<file path="src/rtl/multi_clock_gen.sv">
// Multi-channel clock/strobe generator: each channel divides CLOCK_50 by a programmable
// period with programmable high time, and changes only take effect at period boundaries.
module multi_clock_gen #(
    parameter int NUM_CH = 2,
    parameter int DIV_W  = 12
) (
    input  logic                    CLOCK_50,
    input  logic                    reset,
    input  logic [NUM_CH-1:0]       en,
    input  logic                    sync,
    input  logic [NUM_CH*DIV_W-1:0] period,
    input  logic [NUM_CH*DIV_W-1:0] high,
    output logic [NUM_CH-1:0]       clk_out,
    output logic [NUM_CH-1:0]       tick,
    output logic [NUM_CH-1:0]       active
);

    typedef enum logic [0:0] {
        ST_IDLE = 1'b0,
        ST_RUN  = 1'b1
    } ch_state_t;

    for (genvar c = 0; c < NUM_CH; c++) begin : g_ch
        logic [DIV_W-1:0] per_in;
        logic [DIV_W-1:0] high_in;
        logic [DIV_W-1:0] p_eff;
        logic [DIV_W-1:0] h_eff;
        logic [DIV_W-1:0] cnt_inc;
        logic             last_cnt;
        logic             restart;

        ch_state_t        state_q, state_d;
        logic [DIV_W-1:0] cnt_q, cnt_d;
        logic [DIV_W-1:0] ps_q, ps_d;
        logic [DIV_W-1:0] hs_q, hs_d;
        logic             clk_q, clk_d;
        logic             tick_q, tick_d;

        assign per_in  = period[c*DIV_W +: DIV_W];
        assign high_in = high[c*DIV_W +: DIV_W];

        // Legalised config: period of at least 2, high time in [1, P_eff-1], 0 meaning 50%.
        always_comb begin
            p_eff = (per_in < DIV_W'(2)) ? DIV_W'(2) : per_in;
            if (high_in == '0) begin
                h_eff = p_eff >> 1;
            end else if (high_in >= p_eff) begin
                h_eff = p_eff - DIV_W'(1);
            end else begin
                h_eff = high_in;
            end
        end

        assign last_cnt = (cnt_q == ps_q - DIV_W'(1));
        assign cnt_inc  = cnt_q + DIV_W'(1);
        assign restart  = (state_q == ST_IDLE) ? en[c] : (sync || (last_cnt && en[c]));

        always_comb begin
            // NOTE: every output of this block is given a default first so no latch is inferred.
            state_d = state_q;
            cnt_d   = cnt_q;
            ps_d    = ps_q;
            hs_d    = hs_q;
            clk_d   = 1'b0;
            tick_d  = 1'b0;
            if (restart) begin
                state_d = ST_RUN;
                cnt_d   = '0;
                ps_d    = p_eff;
                hs_d    = h_eff;
                clk_d   = 1'b1;
                tick_d  = 1'b1;
            end else if (state_q == ST_RUN) begin
                if (last_cnt) begin
                    // Period finished with en low: stop cleanly, never a partial period.
                    state_d = ST_IDLE;
                    cnt_d   = '0;
                end else begin
                    cnt_d = cnt_inc;
                    clk_d = (cnt_inc < hs_q);
                end
            end
        end

        // NOTE: state registers use non-blocking assignments so all flops update together.
        always_ff @(posedge CLOCK_50 or negedge reset) begin
            if (!reset) begin
                state_q <= ST_IDLE;
                cnt_q   <= '0;
                ps_q    <= DIV_W'(2);
                hs_q    <= DIV_W'(1);
                clk_q   <= 1'b0;
                tick_q  <= 1'b0;
            end else begin
                state_q <= state_d;
                cnt_q   <= cnt_d;
                ps_q    <= ps_d;
                hs_q    <= hs_d;
                clk_q   <= clk_d;
                tick_q  <= tick_d;
            end
        end

        assign clk_out[c] = clk_q;
        assign tick[c]    = tick_q;
        assign active[c]  = (state_q == ST_RUN);
    end

endmodule

</file>
<file path="config.mk">
export PLATFORM = sky130hd
export DESIGN_NAME = multi_clock_gen
export DESIGN_NICKNAME = d
export VERILOG_FILES = /design/src/rtl/multi_clock_gen.sv
export SDC_FILE = /design/constraint.sdc
export NUM_CORES = 1
export LEC_CHECK = 0
export BUFFER_PORTS_ARGS = -buffer_cell sky130_fd_sc_hd__buf_2
export CORE_ASPECT_RATIO = 1.25
export CORE_MARGIN = 5
export CORE_UTILIZATION = 45
export CTS_BUF_LIST = sky130_fd_sc_hd__clkbuf_4 sky130_fd_sc_hd__clkbuf_8
export DETAILED_ROUTE_END_ITERATION = 10
export HOLD_SLACK_MARGIN = 0.02
export SLEW_MARGIN = 0
export SYNTH_ARGS = -nofsm -noshare
export SYNTH_HDL_FRONTEND = slang
export SYNTH_SLANG_ARGS = --single-unit
export TNS_END_PERCENT = 5
</file>
<file path="constraint.sdc">
create_clock -name CLOCK_50 -period 4.91 [get_ports CLOCK_50]
set_input_delay 0.7365 -clock CLOCK_50 [delete_from_list [all_inputs] [get_ports CLOCK_50]]
set_output_delay 0.7365 -clock CLOCK_50 [all_outputs]
set_load 0.02 [all_outputs]
</file>
==> qor.txt <==
Status -> complete, no violations
FF-to-FF Start -> g_ch[1].ps_q[5]$_DFFE_PN0N_
Critical Path Sink Type -> flip-flop
Clk Latency, worst-skew pair -> 0.36 ns
Syn_nets -> 759
WS Path Type -> in -> reg
Final period util -> 0.783
Post-CTS Resized -> 0
Largest net degree at the start of global routing -> 79
Primary FF master, synth -> dfrtp_1
Finished Layout Cells -> 870
Setup TNS -> 0 ns
Clock buffer count from CTS -> 9
Highest-delay cell along the critical path -> or3_1
Yosys warnings -> 0
Io pins -> 59
CTS tree -> built
I/O Buffers -> 58
Final Setup Violations -> 0
DIE HEIGHT -> 140 microns
HP Start -> g_ch[1].hs_q[8]$_DFFE_PN0N_
Clock Tree Buf Depth -> 2
# rows -> 47
DR pass1 iterations -> 5
Post-Syn Instances -> 654
Tightest Pin Transition -> 1.10 ns
# hold bufs at CTS -> 0
Root buf cell -> clkbuf_8
Largest area contributor in the netlist -> dfrtp_1
Register area share after synthesis -> 0.321
HPWL Detailed -> 11.2 mm
Post-Place Cells -> 854
Reg2Reg Depth -> 6
Average size of a mapped cell -> 9.33 sq um
Fraction of layout cells with a size suffix above 1 -> 0.160
Avg WL per Cell -> 16.2 microns
Worst Hold Depth -> 1
Slew margin rel. -> 0.265
Final hold vios -> 0
EDFF count, synth -> 0
Hold slack -> 0.492 ns
First-pass GRT wire length -> 23.6 mm
CP Buf/Inv Count -> 3
Vias per inst -> 5.66
Max Freq -> 0.260 GHz
Minimum clock period -> 3.84 ns
Cell mode on critical path -> buf_4
Crit-path cells -> buf_2 -> or3_1 -> nor4b_1 -> buf_4 -> a21oi_1 -> o21a_1 -> ha_1 -> nand2b_1 -> a31oi_1 -> o21ai_0 -> a221oi_2 -> buf_4 -> nor3_1 -> a221o_1 -> mux2_4
Nets -> 799
MaxCap Viol Count -> 0
Routability Congestion -> 0.818
Power Dens Cells -> 245 nW/um^2
Routed Antenna Nets -> 0
Seq cells post-synth -> 78
Share of the synthesized area in the top cell type -> 0.303
Commonest non-fill, non-tap cells in the layout -> dfrtp_1, inv_1, buf_2, ha_1, xnor2_1
Drc violations -> 0
Max-slew violation count -> 0
Remaining Overflow, GRT -> 0
RSZ-0062 raised after global routing -> false
Worst vdd ir -> 0.129 mV
Worst Skew -> 0.0186 ns
Die area -> 16,000 sq um
Critical path arrival -> 4.10 ns
Commonest non-fill, non-tap cell in the layout -> dfrtp_1
Hold Crit Class -> reg -> reg
CP Data Required Time -> 5.17 ns
Starting Density -> 0.459
Area Growth Syn to Fin -> 8.79%
Die Span X -> 114 microns
Total Wirelength -> 14.1 mm
Htree depth -> 3
Crit Path Max Fanout -> 21
Synth cell types -> 59
Synth area leaders -> dfrtp_1, ha_1, xnor2_1
Worst stage delay on the critical path -> 0.42 ns
1st-iter DRT viols -> 202
Flop2flop setup slack -> 1.36 ns
CORE AREA -> 13,300 sq um
GRT Total Usage -> 0.179
Worst Hold End -> g_ch[1].hs_q[8]$_DFFE_PN0N_
Ant diodes -> 0
Vias in the first global route -> 4,829
Delay-heaviest family, CP -> compound AO/OA/AOI/OAI gates
Leakage -> 0.00310 uW
Clock Pin Slew Worst Setup and Hold Paths -> 0.10 ns
Initial antenna violation count -> 0
Synth Cell Area -> 6100 sq um
FF-to-FF End -> g_ch[1].hs_q[2]$_DFFE_PN0N_
Startpoint types -> input pin
CTS Sinks -> 78
Via count -> 4,923
Post-synth ARST share -> 1.00
Setup Buffers After CTS -> 0
## worst max-delay path by stage
stage	slack, ns	to	start	depth (start not counted)
2_1_floorplan	0.76	g_ch[0].hs_q[1]$_DFFE_PN0N_	period[7]	13
3_3_place_gp	0.81	g_ch[0].hs_q[1]$_DFFE_PN0N_	period[7]	15
3_5_place_dp	0.72	g_ch[0].hs_q[1]$_DFFE_PN0N_	period[7]	15
4_1_cts	1.09	g_ch[0].hs_q[1]$_DFFE_PN0N_	period[7]	15
5_1_grt	0.84	g_ch[0].hs_q[1]$_DFFE_PN0N_	period[7]	15
6_report	1.07	g_ch[0].hs_q[1]$_DFFE_PN0N_	period[7]	15
## power breakdown
part	internal (uW)	switching (uW)
Sequential	709	60.8
Combinational	192	215
Clock	190	261
Total	1090	537
## cells in the mapped netlist, types with 11 or more instances
library cell   n
a21oi_1       19
nand3_1       15
o21ai_0       26
a22o_1        14
mux2_2        12
nand2_1       31
a32o_1        11
xnor2_1       40
inv_1         62
clkbuf_1      23
xor2_1        20
nor2_1        39
dfrtp_1       74
mux2_1        16
nor3_1        25
mux2i_1       18
ha_1          52
## flip-flops by register name, summed over array words and instances (netlist names)
signal	count
g_ch.cnt_q	24
g_ch.clk_q	2
g_ch.hs_q	24
g_ch.tick_q	2
g_ch.state_q	2
g_ch.ps_q	24
## logic make-up after synthesis
logic type / Yosys count / synth area share
adders and majority gates: 52 / 0.107
muxes: 56 / 0.106
buffers and inverters: 98 / 0.0723
and+or+nand+nor: 178 / 0.152
DFF: 78 / 0.321
AOI/OAI and AO/OA: 132 / 0.157
xor gates and xnor gates: 60 / 0.0861
## per-layer routing
| metal | share of wire | vias up | wire length (microns) | GRT usage |
|---|---|---|---|---|
| met3 | 0.036 | 13 | 509 | 0.0220 |
| met5 | 0 | - | 0 | 0 |
| li1 | - | 2452 | - | - |
| met4 | 0.013 | 0 | 178 | 0.0582 |
| met1 | 0.51 | 2353 | 7240 | 0.273 |
| met2 | 0.44 | 105 | 6210 | 0.261 |
## cell type report
type                       instances  area [sq um]
fill                            1298          6650
multi-input combinational        478          3710
sequential                        78          1960
timing repair buffer              65           345
inverter                          62           233
tap                              171           214
clock buffer                       9           124
clock inverter                     7          56.3
## stage by stage
stage	cell area (sq um)	util	total power, uW	setup WS [ns]
2_1_floorplan	6100	-	1060	0.765
3_3_place_gp	6460	0.486	1180	0.813
3_5_place_dp	6460	0.486	1190	0.721
4_1_cts	6640	0.500	1640	1.09
5_1_grt	6640	0.500	1730	0.842
6_report	6640	0.500	1630	1.07
Power figures use the tool's default switching activity.
